### config.mk
export PLATFORM = sky130hd
export DESIGN_NAME = multicycle_ctrl_fsm
export DESIGN_NICKNAME = d
export VERILOG_FILES = /design/src/rtl/multicycle_ctrl_fsm.sv
export SDC_FILE = /design/constraint.sdc
export NUM_CORES = 1
export LEC_CHECK = 0
export BUFFER_PORTS_ARGS = -buffer_cell sky130_fd_sc_hd__buf_2
export CORE_ASPECT_RATIO = 2
export CORE_MARGIN = 2
export CORE_UTILIZATION = 52
export DETAILED_ROUTE_END_ITERATION = 8
export PLACE_DENSITY = 0.79
export REMOVE_ABC_BUFFERS = 1
export SLEW_MARGIN = 20
export SYNTH_ARGS = -nofsm -noshare
export SYNTH_HDL_FRONTEND = slang
export SYNTH_SLANG_ARGS = --single-unit
export TNS_END_PERCENT = 1
### constraint.sdc
create_clock -name clk -period 2.1 [get_ports clk]
set_clock_uncertainty 0.05 [all_clocks]
set_input_delay 0.105 -clock clk [delete_from_list [all_inputs] [get_ports clk]]
set_output_delay 0.105 -clock clk [all_outputs]
set_load 0.05 [all_outputs]
### src/rtl/multicycle_ctrl_fsm.sv
// ---------------------------------------------------------------------------
// multicycle_ctrl_fsm
// Multicycle control state machine for the lab CPU datapath. Decodes the
// instruction-register opcode and sequences the datapath register enables
// and mux selects. It waits on mem_ready during memory accesses and counts
// retired instructions.
//
// Optional feature macro: ILLEGAL_OP_TRAP_EN
//   defined   : an unrecognised opcode enters TRAP (held until reset, illegal_op = 1)
//   undefined : an unrecognised opcode retires as a NOP (DECODE -> FETCH, not counted)
//
// Ports:
//   clk, reset_n             clock, asynchronous active-low reset
//   op_code [OP_W]           opcode from the instruction register
//   mem_ready                memory completes the current access this cycle
//   MemRead/MemWrite         memory strobes
//   PC_Reg_Write(_BEQ)       PC write enables (unconditional / zero-qualified)
//   *_Reg_Write, Register_File_Write   datapath load enables
//   *_Select, ALU_Ctrl       datapath mux selects and ALU operation
//   state_dbg [4]            current state code
//   illegal_op               trap indicator
//   instr_count [CNT_W]      retired-instruction counter (wraps)
// ---------------------------------------------------------------------------
module multicycle_ctrl_fsm #(
  parameter int unsigned     OP_W     = 6,
  parameter logic [OP_W-1:0] OP_RTYPE = 6'h00,
  parameter logic [OP_W-1:0] OP_LW    = 6'h23,
  parameter logic [OP_W-1:0] OP_SW    = 6'h2B,
  parameter logic [OP_W-1:0] OP_BEQ   = 6'h04,
  parameter logic [OP_W-1:0] OP_J     = 6'h02,
  parameter logic [OP_W-1:0] OP_ADDI  = 6'h08,
  parameter int unsigned     CNT_W    = 16
) (
  input  logic             clk,
  input  logic             reset_n,
  input  logic [OP_W-1:0]  op_code,
  input  logic             mem_ready,
  output logic             MemRead,
  output logic             MemWrite,
  output logic             PC_Reg_Write,
  output logic             PC_Reg_Write_BEQ,
  output logic             Instruction_Reg_Write,
  output logic             Memory_Data_Reg_Write,
  output logic             A_Reg_Write,
  output logic             B_Reg_Write,
  output logic             ALU_Op_Reg_Write,
  output logic             Register_File_Write,
  output logic             IorD_Mux_Select,
  output logic             Write_Data_Mux_Select,
  output logic             Reg_Dst_Select,
  output logic             ALU_A_Mux_Select,
  output logic [1:0]       ALU_B_Mux_Select,
  output logic [1:0]       ALU_Ctrl,
  output logic [1:0]       PC_Source_Mux_Select,
  output logic [3:0]       state_dbg,
  output logic             illegal_op,
  output logic [CNT_W-1:0] instr_count
);

  typedef enum logic [3:0] {
    S_IDLE      = 4'd0,
    S_FETCH     = 4'd1,
    S_DECODE    = 4'd2,
    S_MEM_ADDR  = 4'd3,
    S_MEM_READ  = 4'd4,
    S_MEM_WB    = 4'd5,
    S_MEM_WRITE = 4'd6,
    S_R_EXEC    = 4'd7,
    S_R_WB      = 4'd8,
    S_BRANCH    = 4'd9,
    S_JUMP      = 4'd10,
    S_I_EXEC    = 4'd11,
    S_I_WB      = 4'd12,
    S_TRAP      = 4'd13
  } state_t;

  // Registered Moore control word; fetch/mdr_load are later qualified by mem_ready
  typedef struct packed {
    logic       mem_read;
    logic       mem_write;
    logic       pc_write;
    logic       pc_write_beq;
    logic       fetch;
    logic       mdr_load;
    logic       a_we;
    logic       b_we;
    logic       aluout_we;
    logic       rf_we;
    logic       iord;
    logic       wd_sel;
    logic       reg_dst;
    logic       alu_a;
    logic [1:0] alu_b;
    logic [1:0] alu_ctrl;
    logic [1:0] pc_src;
    logic       illegal;
  } ctrl_t;

  state_t     state;
  state_t     next_state_c;
  ctrl_t      ctrl_q;
  logic       retire_c;

  // Control word for a given state; anything not set stays 0
  function automatic ctrl_t decode_state(input state_t s);
    ctrl_t c;
    c = '0;
    case (s)
      S_FETCH: begin
        c.mem_read = 1'b1;
        c.fetch    = 1'b1;
        c.alu_b    = 2'b01;
      end
      S_DECODE: begin
        c.a_we      = 1'b1;
        c.b_we      = 1'b1;
        c.aluout_we = 1'b1;
        c.alu_b     = 2'b11;
      end
      S_MEM_ADDR, S_I_EXEC: begin
        c.alu_a     = 1'b1;
        c.alu_b     = 2'b10;
        c.aluout_we = 1'b1;
      end
      S_MEM_READ: begin
        c.mem_read = 1'b1;
        c.iord     = 1'b1;
        c.mdr_load = 1'b1;
      end
      S_MEM_WB: begin
        c.rf_we  = 1'b1;
        c.wd_sel = 1'b1;
      end
      S_MEM_WRITE: begin
        c.mem_write = 1'b1;
        c.iord      = 1'b1;
      end
      S_R_EXEC: begin
        c.alu_a     = 1'b1;
        c.alu_ctrl  = 2'b10;
        c.aluout_we = 1'b1;
      end
      S_R_WB: begin
        c.rf_we   = 1'b1;
        c.reg_dst = 1'b1;
      end
      S_BRANCH: begin
        c.alu_a        = 1'b1;
        c.alu_ctrl     = 2'b01;
        c.pc_src       = 2'b01;
        c.pc_write_beq = 1'b1;
      end
      S_JUMP: begin
        c.pc_src   = 2'b10;
        c.pc_write = 1'b1;
      end
      S_I_WB: begin
        c.rf_we = 1'b1;
      end
`ifdef ILLEGAL_OP_TRAP_EN
      S_TRAP: begin
        c.illegal = 1'b1;
      end
`endif
      default: c = '0;
    endcase
    return c;
  endfunction

  // Next-state logic; decode priority LW > SW > RTYPE > BEQ > J > ADDI
  always_comb begin
    next_state_c = state;
    case (state)
      S_IDLE:      next_state_c = S_FETCH;
      S_FETCH:     if (mem_ready) next_state_c = S_DECODE;
      S_DECODE: begin
        if ((op_code == OP_LW) || (op_code == OP_SW)) next_state_c = S_MEM_ADDR;
        else if (op_code == OP_RTYPE)                 next_state_c = S_R_EXEC;
        else if (op_code == OP_BEQ)                   next_state_c = S_BRANCH;
        else if (op_code == OP_J)                     next_state_c = S_JUMP;
        else if (op_code == OP_ADDI)                  next_state_c = S_I_EXEC;
        else begin
`ifdef ILLEGAL_OP_TRAP_EN
          next_state_c = S_TRAP;
`else
          next_state_c = S_FETCH;
`endif
        end
      end
      S_MEM_ADDR:  next_state_c = (op_code == OP_LW) ? S_MEM_READ : S_MEM_WRITE;
      S_MEM_READ:  if (mem_ready) next_state_c = S_MEM_WB;
      S_MEM_WB:    next_state_c = S_FETCH;
      S_MEM_WRITE: if (mem_ready) next_state_c = S_FETCH;
      S_R_EXEC:    next_state_c = S_R_WB;
      S_R_WB:      next_state_c = S_FETCH;
      S_BRANCH:    next_state_c = S_FETCH;
      S_JUMP:      next_state_c = S_FETCH;
      S_I_EXEC:    next_state_c = S_I_WB;
      S_I_WB:      next_state_c = S_FETCH;
`ifdef ILLEGAL_OP_TRAP_EN
      S_TRAP:      next_state_c = S_TRAP;
`endif
      default:     next_state_c = S_IDLE;
    endcase
  end

  // An instruction retires only when a completing state hands back to FETCH
  always_comb begin
    retire_c = 1'b0;
    if (next_state_c == S_FETCH) begin
      case (state)
        S_MEM_WB, S_MEM_WRITE, S_R_WB, S_BRANCH, S_JUMP, S_I_WB: retire_c = 1'b1;
        default: retire_c = 1'b0;
      endcase
    end
  end

  // State, control word and retire counter; control word tracks the state register
  always_ff @(posedge clk or negedge reset_n) begin
    if (!reset_n) begin
      state       <= S_IDLE;
      ctrl_q      <= '0;
      instr_count <= '0;
    end else begin
      state  <= next_state_c;
      ctrl_q <= decode_state(next_state_c);
      if (retire_c) instr_count <= instr_count + CNT_W'(1);
    end
  end

  // mem_ready gates IR/PC load in FETCH and MDR load in MEM_READ so each happens once
  assign Instruction_Reg_Write = ctrl_q.fetch & mem_ready;
  assign PC_Reg_Write          = ctrl_q.pc_write | (ctrl_q.fetch & mem_ready);
  assign Memory_Data_Reg_Write = ctrl_q.mdr_load & mem_ready;

  assign MemRead               = ctrl_q.mem_read;
  assign MemWrite              = ctrl_q.mem_write;
  assign PC_Reg_Write_BEQ      = ctrl_q.pc_write_beq;
  assign A_Reg_Write           = ctrl_q.a_we;
  assign B_Reg_Write           = ctrl_q.b_we;
  assign ALU_Op_Reg_Write      = ctrl_q.aluout_we;
  assign Register_File_Write   = ctrl_q.rf_we;
  assign IorD_Mux_Select       = ctrl_q.iord;
  assign Write_Data_Mux_Select = ctrl_q.wd_sel;
  assign Reg_Dst_Select        = ctrl_q.reg_dst;
  assign ALU_A_Mux_Select      = ctrl_q.alu_a;
  assign ALU_B_Mux_Select      = ctrl_q.alu_b;
  assign ALU_Ctrl              = ctrl_q.alu_ctrl;
  assign PC_Source_Mux_Select  = ctrl_q.pc_src;
  assign state_dbg             = 4'(state);
  // Without the trap feature the illegal bit is never set, so this is constant 0
  assign illegal_op            = ctrl_q.illegal;

endmodule

# Word level (Yosys, flattened, before mapping)
# Cells that the tools add are included.
# word_totals
inputBits,9
ff_bits,40
output_inout_bits,41
wordCells,91
# op_classes
eq_ne,29
n_reduce_logical,11
bitwise,3
addsub,1
muxes,28
# ops
cell,n
4-bit equality test (second input constant),10
4-bit by 3-bit equality test with 1-bit output (second input constant),8
4-bit 2-to-1 mux,8
4-bit case mux with 8 select lines,1
16-bit by 1-bit adder with 16-bit output (second input constant),1
4-bit by 2-bit equality test with 1-bit output (second input constant),4
1-bit 2-to-1 mux,14
6-bit equality test (second input constant),2
6-bit OR reduction,2
4-bit by 1-bit equality test with 1-bit output (second input constant),2
2-bit case mux with 2 select lines,2
4-bit OR reduction,2
6-bit by 2-bit equality test with 1-bit output (second input constant),1
6-bit by 3-bit equality test with 1-bit output (second input constant),1
6-bit by 4-bit equality test with 1-bit output (second input constant),1
6-bit logical NOT,1
2-bit case mux with 3 select lines,1
2-bit OR reduction,3
4-bit logical NOT,1
2-bit 2-to-1 mux,2
3-bit OR reduction,1
1-bit bitwise AND,2
1-bit logical OR,1
1-bit OR,1

# Logic depth before layout (Yosys ltp)
# Gate-level depths: netlist (run 1).
# logic_depth
ltp_word,10
mapped_depth,7
depth_no_buf,5

# Worst setup path before layout (run 1)
# No wires, ideal clock.
# synth_timing
path_type,register -> register
start,"reg state[2], in the netlist state_dbg[2]"
end,"reg ctrl_q, in the netlist ALU_Op_Reg_Write"
arrival_time_ns,1.935
setup_time_ns,0.139
n_path_buf,1
required_ns,1.911
synth_period_minus_slack_ns,2.125
path_stages_with_launch,7
slack_ns,-0.025
path_cell_list,dfrtp_1 -> buf_4 -> or4b_2 -> nand4_1 -> nor2_1 -> nand2_1 -> o221ai_1
# synth_between
elab_chain_len,6
elab_cells_between_ends,24
classes_between,eq/ne: 16; mux: 5; reduce/logical: 3
# synth_rtl
element,line_no,rtl
from (decl),99,state_t state;
from (signal assigned),225,state <= next_state_c;
"4-bit by 3-bit equality test with 1-bit output, or another cell as far along",173,case (state)
6-bit OR reduction (no line),--,
4-bit case mux with 8 select lines *,173,
"4-bit by 3-bit equality test with 1-bit output, or another cell as far along",108,case (s)
4-bit OR reduction (no line) *,--,
1-bit 2-to-1 mux *,108,
to (signal assigned),226,ctrl_q <= decode_state(next_state_c);
to (decl),101,ctrl_t ctrl_q;
# Every way passes the cells marked *; elsewhere a longest branch is shown, timed or not.
# A chain may end at the register's enable or synchronous reset.

# Final worst setup path (run 1)
# layout_timing
start,"reg state[0], in the netlist state_dbg[0]"
end,"reg ctrl_q, in the netlist ALU_A_Mux_Select"
# layout_between
elab_chain_len,6
elab_cells_between_ends,24
classes_between,eq/ne: 16; mux: 5; reduce/logical: 3
# layout_rtl
element,line_no,rtl
"4-bit by 3-bit equality test with 1-bit output, or another cell as far along",173,
6-bit OR reduction (no line),--,
4-bit case mux with 8 select lines *,173,
net next_state_c[1],100,state_t next_state_c;
"4-bit equality test, or another cell as far along",108,
4-bit OR reduction (no line) *,--,
1-bit 2-to-1 mux *,108,
# The timed path passes the listed nets; every way through them passes the cells marked *.

==> flow_summary.toml, run 1 <==
[grt]
met1_usage = 0.242
grt_pass1_vias = 1379
gr-usage-met2 = 0.389
grt_overflow = 0
met3_usage = 0.0433
grt_use_total = 0.225
grt_max_degree = 39
grt_antenna_before_repair = 0
gr-max-usage-layer = "met2"
grt_first_pass_wirelength_um = 6480

[clocking]
cts_htree_levels = 2
worstSkewPairLatency_ns = 0.29
cts_sinks = 38
cts_root_buffer = "clkbuf_8"
clockBufferDepth = 2
clk_pin_slew_ns = 0.07
numCtsBuffers = 5
cts_tree = "yes"

[timing]
period_share = 0.927
setup_tns_ns = 0
worst_pin_slew_ns = 0.832
finalCriticalPeriod_ns = 1.95
drv_slew = 0
clock.fmax_mhz = 514
setup_viol = 0
max_slew_margin = 0.446
hold_viol = 0

[final_layout]
nets = 225
fillers = 297
fin_util = 0.634
n_antenna_cell = 0
area_delta_synth_final_pct = 17.1
layout-drive-gt1-share = 0.319

[yosys]
ys_seq_area_frac = 0.520
ys_warn_count = 0
synth_top_family_by_area = "simple AND/OR/NAND/NOR gates"
syn_inst = 171
synth_edf_count = 0
synthMuxAreaShare = 0.00616
ys_types = 44
avgSynthCellArea_sq_um = 10.7
synth_top_flop_cell = "dfrtp_1"
synth_compound_area_frac = 0.0876
synth_xor_area_frac = 0.0814
synthAdderAreaFrac = 0.00684
synthSimpleGateAreaFrac = 0.235
ys_ff_latch = 38
synthArstFlopShare = 1.00
synth_area_sq_um = 1830

[setup_path]
arrival_ns = 2.07
crit_slowest_cell = "dfrtp_1"
critPathKind = "reg -> reg"
cp_max_fo = 16
critPathCaptureType = "flip-flop"
cp-start-kind = "flip-flop"
cp.required_ns = 2.23
path_cells = "nand2b_1 > or3_1 > nand4_2 > or2_2 > a31o_2"
cp_slowest_stage_delay_ns = 0.62

[place]
gp_congestion = 0.913
dpl.hpwl_um = 3030
port-buffer-count = 48

[route]
drtIter0Drc = 14
wl_per_cell_um = 16.1
first_pass_iters = 4
routed_wl_um = 4000
drcViolationCount = 0
via_per_inst = 5.76
ant_nets = 0
num_vias = 1429

[power]
pwr_density_cell_nw_per_um2 = 1450
peakVddDrop_mv = 0.831
leakagePower_nw = 1.13
power_mw = 3.11

[floorplanning]
die_x_um = 45.9
fp.dieArea_sq_um = 4040
die_h_um = 87.9
core_sq_um = 3380
start_util = 0.541
row_count = 30
pin_count = 50

[job]
cap_violations = 0

[min_path]
hold_path_class = "in -> reg"

[run_status]
outcome = "finished clean"
-- routing by layer --
layer  vias up  routed length, um
met2        43               2290
met4         0                133
met5         -                  0
met1       695               1450
met3        12                125
li1        679                  -
-- stage by stage --
| step | instance area, sq um | cells | setup WS [ns] | hold WS (ns) |
|---|---|---|---|---|
| final | 2140 | 248 | 0.153 | 0.172 |
| after global routing | 2140 | 248 | -0.000414 | 0.198 |
| after CTS | 2130 | 248 | 0.0854 | 0.165 |
| after detailed placement | 2030 | 239 | 0.113 | 0.196 |
| after global placement | 2030 | 239 | 0.137 | 0.194 |
| after floorplan | 1730 | 157 | -0.00985 | -0.241 |
-- cell type report --
type | count | area, sq um | share of cell area
Clock buffer | 6 | 82.6 | 0.0386
Multi-Input combinational cell | 115 | 773 | 0.361
Timing Repair Buffer | 51 | 265 | 0.124
Clock inverter | 2 | 12.5 | 0.00584
Inverter | 4 | 15.0 | 0.00701
Tap cell | 32 | 40.0 | 0.0187
Sequential cell | 38 | 953 | 0.445
-- registers in the layout, indices dropped and copies added (netlist names) --
signal / count
MemWrite: 1
IorD_Mux_Select: 1
Register_File_Write: 1
state_dbg: 4
ALU_A_Mux_Select: 1
instr_count: 16
ALU_B_Mux_Select: 2
ctrl_q: 3
ALU_Op_Reg_Write: 1
MemRead: 1
ALU_Ctrl: 2
A_Reg_Write: 1
Reg_Dst_Select: 1
Write_Data_Mux_Select: 1
PC_Source_Mux_Select: 1
PC_Reg_Write_BEQ: 1
-- cell usage after synthesis (2+ instances only) --
master    instances  area share
buf_4             9       0.037
nand2_1          11       0.023
or2_2             3       0.010
nand3_1           6       0.016
a21oi_1           4       0.011
nor2b_1           2      0.0068
buf_2             3      0.0082
nor2_1           10       0.021
and4_1            2      0.0096
o211ai_1          3       0.012
a211oi_1          2      0.0082
nor3_1            7       0.019
o21ai_0           6       0.016
nand2b_1          4       0.014
inv_1             4      0.0082
and3_1            9       0.031
a21o_1            2      0.0082
nand4b_1          2      0.0096
dfrtp_1          38        0.52
xor2_1            7       0.034
xnor2_1          10       0.048
and2_1            2      0.0068
nand4_1           4       0.014
-- what timing repair did --
item	in CTS	in global routing
resized for setup	0	3
endpoints found under the setup margin	0	3
hold buffers	1	0
buffers inserted	0	0
hold endpoints to repair	38	0
-- kinds of logic (layout without fill, tap and decap cells) --
kind of cell	Yosys count	count (layout)
AO/OA/AOI/OAI	23	23
XOR/XNOR	17	17
adder cells (fa/ha/maj)	1	1
buffers and inverters	18	63
flip-flops	38	38
multiplexers	1	1
other	1	1
AND/OR/NAND/NOR	72	72
-- worst paths after layout --
kind	slack [ns]	to	cells after the start	startpoint
setup / recovery	0.15	ALU_A_Mux_Select$_DFF_PN0_	5	state_dbg[0]$_DFF_PN0_
hold / removal	0.17	state_dbg[3]$_DFF_PN0_	3	op_code[4]
setup reg to reg	0.15	ALU_A_Mux_Select$_DFF_PN0_	5	state_dbg[0]$_DFF_PN0_
hold reg to reg	0.44	instr_count[14]$_DFFE_PN0P_	1	instr_count[14]$_DFFE_PN0P_
max in group asynchronous	1.03	state_dbg[2]$_DFF_PN0_	2	reset_n
min in group asynchronous	0.40	instr_count[12]$_DFFE_PN0P_	2	reset_n
-- worst max-delay path: cells and delay by family (launching register included) --
family / cells / cell delay, ns
simple gates: 4 / 0.92
flops: 1 / 0.62
compound gates: 1 / 0.25
-- where the power goes --
part	total [mW]	leakage (nW)	internal, mW	switching (mW)
combinational	1.50	0.578	0.396	1.10
sequential	1.10	0.505	0.906	0.191
clock	0.521	0.0472	0.264	0.257
total	3.11	1.13	1.57	1.55
-- layout by cell type, fill, tap and decap left out, types with 2 or more instances in the layout --
cell	netlist	layout
a21o_1	2	2
nand4b_1	2	2
or2_2	3	3
nor3_1	7	7
and2_1	2	2
nand4_1	4	4
xor2_1	7	7
xnor2_1	10	10
o21ai_0	6	6
and4_1	2	2
dfrtp_1	38	36
dfrtp_2	0	2
buf_4	9	2
nand3_1	6	6
a21oi_1	4	4
and3_1	9	9
nand2b_1	4	4
nor2_1	10	10
nor2b_1	2	2
o211ai_1	3	3
clkbuf_8	0	6
inv_1	4	4
a211oi_1	2	2
buf_2	3	48
nand2_1	11	11
(Power assumes the default switching activity.)
==> run 2, diff against run 1 <==
Settings changed: CORE_MARGIN 2 to 3.
==> run 2 against run 1 <==
Net effect: die area grew 6.7%; worst setup slack gained 0.0073 ns; combinational power is essentially flat; cell area is essentially flat; worst hold slack gained 0.00065 ns; fmax grew 0.38%; non-clock buffer count grew 1; clock power is essentially flat; critical path depth is the same.
==> flow_summary.toml, run 2 (synthesis gave the netlist of run 1 again) <==
[floorplanning]
die_h_um = 89.9
die_x_um = 47.9
fp.dieArea_sq_um = 4310
start_util = 0.560
pin_count = 50
row_count = 29
core_sq_um = 3270

[timing]
hold_viol = 0
drv_slew = 0
finalCriticalPeriod_ns = 1.94
worst_pin_slew_ns = 0.818
max_slew_margin = 0.455
hold_slack_ns = 0.173
setup_tns_ns = 0
clock.fmax_mhz = 516
rsz0062_at_grt = "false"
setup_viol = 0
period_share = 0.924

[place]
place_inst = 239
gp_congestion = 0.846
port-buffer-count = 48
dpl.hpwl_um = 3160

[clocking]
clk_pin_slew_ns = 0.07
clockBufferDepth = 2
cts_htree_levels = 2
cts_setup_buffers = 0
cts_root_buffer = "clkbuf_8"
worstSkewPairLatency_ns = 0.29
cts_sinks = 38
numCtsBuffers = 5
cts_tree = "yes"

[grt]
grt_pass1_vias = 1468
grt_use_total = 0.212
gr-max-usage-layer = "met2"
grt_antenna_before_repair = 0
grt_overflow = 0
met1_usage = 0.213
grt_max_degree = 39
met3_usage = 0.0420
gr-usage-met2 = 0.383
grt_first_pass_wirelength_um = 6730

[final_layout]
register_area_sq_um = 955
mostFrequentLayoutCells = "48 x buf_2, 35 x dfrtp_1, 10 x nand2_1, 10 x nor2_1, 10 x xnor2_1"
multi_input_area_sq_um = 768
layout-drive-gt1-share = 0.327
fin_util = 0.656
fillers = 270
regMostFlops = "instr_count"
layout_commonest_cell = "buf_2"
area_delta_synth_final_pct = 17.0
nets = 226
largest_register_ffs = 16
n_antenna_cell = 0
finalNonFillerCells = 248

[setup_path]
cp_max_fo = 14
r2r_cells = 5
cp_slowest_stage_delay_ns = 0.59
crit_slowest_cell = "dfrtp_1"
cp_top_family = "simple AND/OR/NAND/NOR gates"
cp-start-kind = "flip-flop"
critPathKind = "reg -> reg"
cp.required_ns = 2.24
path_cells = "nor2b_1 > nand3_1 > nand4_2 > or2_2 > a31o_2"
critPathCaptureType = "flip-flop"
worst-path-stages = 5
arrival_ns = 2.08
path_buf_inv = 0

[route]
drtIter0Drc = 47
num_vias = 1452
wl_per_cell_um = 16.8
routed_wl_um = 4170
ant_nets = 0
drcViolationCount = 0
first_pass_iters = 4
via_per_inst = 5.85

[power]
pwr_density_cell_nw_per_um2 = 1460
power_mw = 3.14
leakagePower_nw = 1.14
peakVddDrop_mv = 1.02

[job]
cap_violations = 0

[run_status]
outcome = "finished clean"

[min_path]
hold_path_class = "in -> reg"
whs_path_depth = 3
## run 2: changes by cell type in the layout (fill, tap and decap cells not counted), sizes merged
cell | previous run | this run
clkbuf | 6 | 7
buf | 50 | 51
clkinvlp | 1 | 0
## run 2: cell type report
type,instances,area share
clock buffer,7,0.0403
multi-input combinational,115,0.359
timing repair buffer,52,0.127
tap,31,0.0181
clock inverter,1,0.00234
inverter,4,0.00701
sequential,38,0.446
## run 2: worst paths after layout
path	slack (ns)	start	end
min	0.17	op_code[1]	state_dbg[0]$_DFF_PN0_
min reg2reg	0.44	instr_count[15]$_DFFE_PN0P_	instr_count[15]$_DFFE_PN0P_
min in group asynchronous	0.39	reset_n	instr_count[10]$_DFFE_PN0P_
max in group asynchronous	1.03	reset_n	state_dbg[0]$_DFF_PN0_
max reg2reg	0.16	state_dbg[1]$_DFF_PN0_	ALU_A_Mux_Select$_DFF_PN0_
max	0.16	state_dbg[1]$_DFF_PN0_	ALU_A_Mux_Select$_DFF_PN0_
## run 2: worst register-to-register path, delay by kind of cell (launching register included)
kind	cells	cell delay (ns)
AND/OR/NAND/NOR	4	0.94
flip-flops	1	0.59
AO/OA/AOI/OAI	1	0.25
## run 2: what timing repair did
action / 4_1_cts / 5_1_grt
resized for setup: 0 / 4
setup endpoints to repair: 0 / 7
hold buffers: 1 / 0
hold endpoints to repair: 38 / 0
## run 2: layer usage
layer	up-vias	share of wire
li1	681	-
met1	711	0.36
met2	51	0.58
met3	9	0.042
met4	0	0.020
met5	-	0
## run 2: power breakdown
group / leakage, nW / total (mW) / switching, mW / internal, mW
sequential: 0.504 / 1.09 / 0.186 / 0.909
clock: 0.0482 / 0.518 / 0.253 / 0.265
combinational: 0.584 / 1.52 / 1.12 / 0.400
total: 1.14 / 3.14 / 1.56 / 1.57
## run 2: through the flow
stage,worst slack [ns],cell area [sq um]
final,0.161,2140
after detailed placement,0.0935,2030
after floorplan,-0.00985,1730
after global routing,0.0191,2140
after CTS,0.0782,2130
after global placement,0.173,2030
==> run 3, diff against run 2 <==
Settings changed: CORE_ASPECT_RATIO 2 to not set, GPL_ROUTABILITY_DRIVEN set to 0.
==> run 3 against run 2 <==
Net effect: register-to-register slack got worse by 0.06 ns; flip-flop and latch count did not move; via count fell by 2.1%; critical path depth did not move; cell count rose by 4.4%; worst setup slack got worse by 0.056 ns; sequential power barely moved; first-iteration DRC count rose by 64%; clock power fell by 35%; core utilization barely moved; largest cell class unchanged.
==> flow_summary.toml, run 3 (synthesis gave the netlist of run 1 again) <==
[setup_path]
cp.required_ns = 2.28
path_cells = "nor4_4 > or3b_1 > o22ai_2 > inv_1 > nor3_1"
cp_slowest_stage_delay_ns = 0.51
arrival_ns = 2.17
crit_slowest_cell = "dfrtp_2"
r2r_cells = 5
cp_max_fo = 11
critPathCaptureType = "flip-flop"
cp-start-kind = "flip-flop"
critPathKind = "reg -> reg"

[floorplanning]
pin_count = 50
fp.dieArea_sq_um = 4270
start_util = 0.571
core_sq_um = 3200
die_h_um = 65.3
die_x_um = 65.3
row_count = 20

[run_status]
outcome = "finished clean"

[timing]
clock.fmax_mhz = 501
period_share = 0.950
rsz0062_at_grt = "false"
finalCriticalPeriod_ns = 2.00
worst_pin_slew_ns = 0.812
drv_slew = 0
max_slew_margin = 0.459
hold_viol = 0
setup_viol = 0

[job]
cap_violations = 0

[grt]
grt_overflow = 0
grt_first_pass_wirelength_um = 6560
grt_use_total = 0.198
grt_antenna_before_repair = 0
grt_pass1_vias = 1362
grt_max_degree = 39

[final_layout]
mostFrequentLayoutCells = "48 x buf_2, 36 x dfrtp_1, 11 x nand2_1"
area_delta_synth_final_pct = 14.8
largest_register_ffs = 16
fin_util = 0.655
layout-drive-gt1-share = 0.307
final_area_sq_um = 2100
finalNonFillerCells = 259
n_antenna_cell = 0
regMostFlops = "instr_count"
nets = 225
layout_commonest_cell = "buf_2"

[clocking]
clockBufferDepth = 2
worstSkewPairLatency_ns = 0.32
cts_root_buffer = "clkbuf_4"
cts_sinks = 38
cts_htree_levels = 2
clk_pin_slew_ns = 0.10
numCtsBuffers = 5
cts_tree = "yes"

[place]
dpl.hpwl_um = 2870
port-buffer-count = 48
place_inst = 251
dpl_cell_area_sq_um = 2040

[route]
wl_per_cell_um = 14.6
first_pass_iters = 4
num_vias = 1422
drcViolationCount = 0
ant_nets = 0
drtIter0Drc = 77
routed_wl_um = 3790
via_per_inst = 5.49

[min_path]
hold_path_class = "in -> reg"
whs_path_depth = 3

[power]
leakagePower_nw = 1.11
pwr_density_cell_nw_per_um2 = 1390
peakVddDrop_mv = 0.679
[run 3: cell count changes in the layout (fill, tap and decap cells not counted), sizes merged]
cell and change:
clkinv -1, buf -1
[run 3: layout make-up]
cell class	count	area, sq um
Fill cell	272	1100
Sequential cell	38	953
Multi-Input combinational cell	115	766
Timing Repair Buffer	51	265
Tap cell	44	55.1
Clock buffer	7	45.0
Inverter	4	15.0
[run 3: timing repair]
item                                   in CTS  in global routing
endpoints found under the hold margin      38                  0
setup endpoints to repair                   0                  8
hold buffers                                1                  0
resized for setup                           0                  2
setup buffers                               0                  0
[run 3: stage by stage]
stage / hold WS (ns) / TNS (ns) / setup slack, ns / total power, mW
finish: 0.112 / 0 / 0.104 / 2.92
CTS: 0.104 / 0 / 0.0503 / 2.94
global route: 0.0967 / 0 / 0.00207 / 3.11
global placement: 0.180 / 0 / 0.200 / 2.56
floorplan: -0.241 / -0.00985 / -0.00985 / 2.21
detailed placement: 0.199 / 0 / 0.0752 / 2.59
[run 3: critical path, delay by kind of cell (launching register included)]
family          cells  cell delay, ns
buf+inv             1            0.14
compound gates      1            0.23
simple gates        3            0.98
flops               1            0.51
[run 3: final timing paths]
check	slack, ns	end	start
worst max-delay path	0.10	ALU_Ctrl[0]$_DFF_PN0_	state_dbg[3]$_DFF_PN0_
worst min-delay path	0.11	state_dbg[3]$_DFF_PN0_	op_code[4]
worst max register to register	0.10	ALU_Ctrl[0]$_DFF_PN0_	state_dbg[3]$_DFF_PN0_
worst min register to register	0.42	instr_count[15]$_DFFE_PN0P_	instr_count[15]$_DFFE_PN0P_
max in group asynchronous	1.10	state_dbg[2]$_DFF_PN0_	reset_n
min in group asynchronous	0.35	PC_Reg_Write_BEQ$_DFF_PN0_	reset_n
[run 3: power by group]
group          switching (mW)  internal, mW  leakage [nW]
clock network           0.211         0.126        0.0254
registers               0.179         0.905         0.505
logic                    1.11         0.392         0.578
[run 3: per-layer routing]
layer | part of all wire | GRT usage
met3 | 0.061 | 0.0410
met5 | 0 | 0
met4 | 0.010 | 0.0622
met2 | 0.49 | 0.320
met1 | 0.44 | 0.266
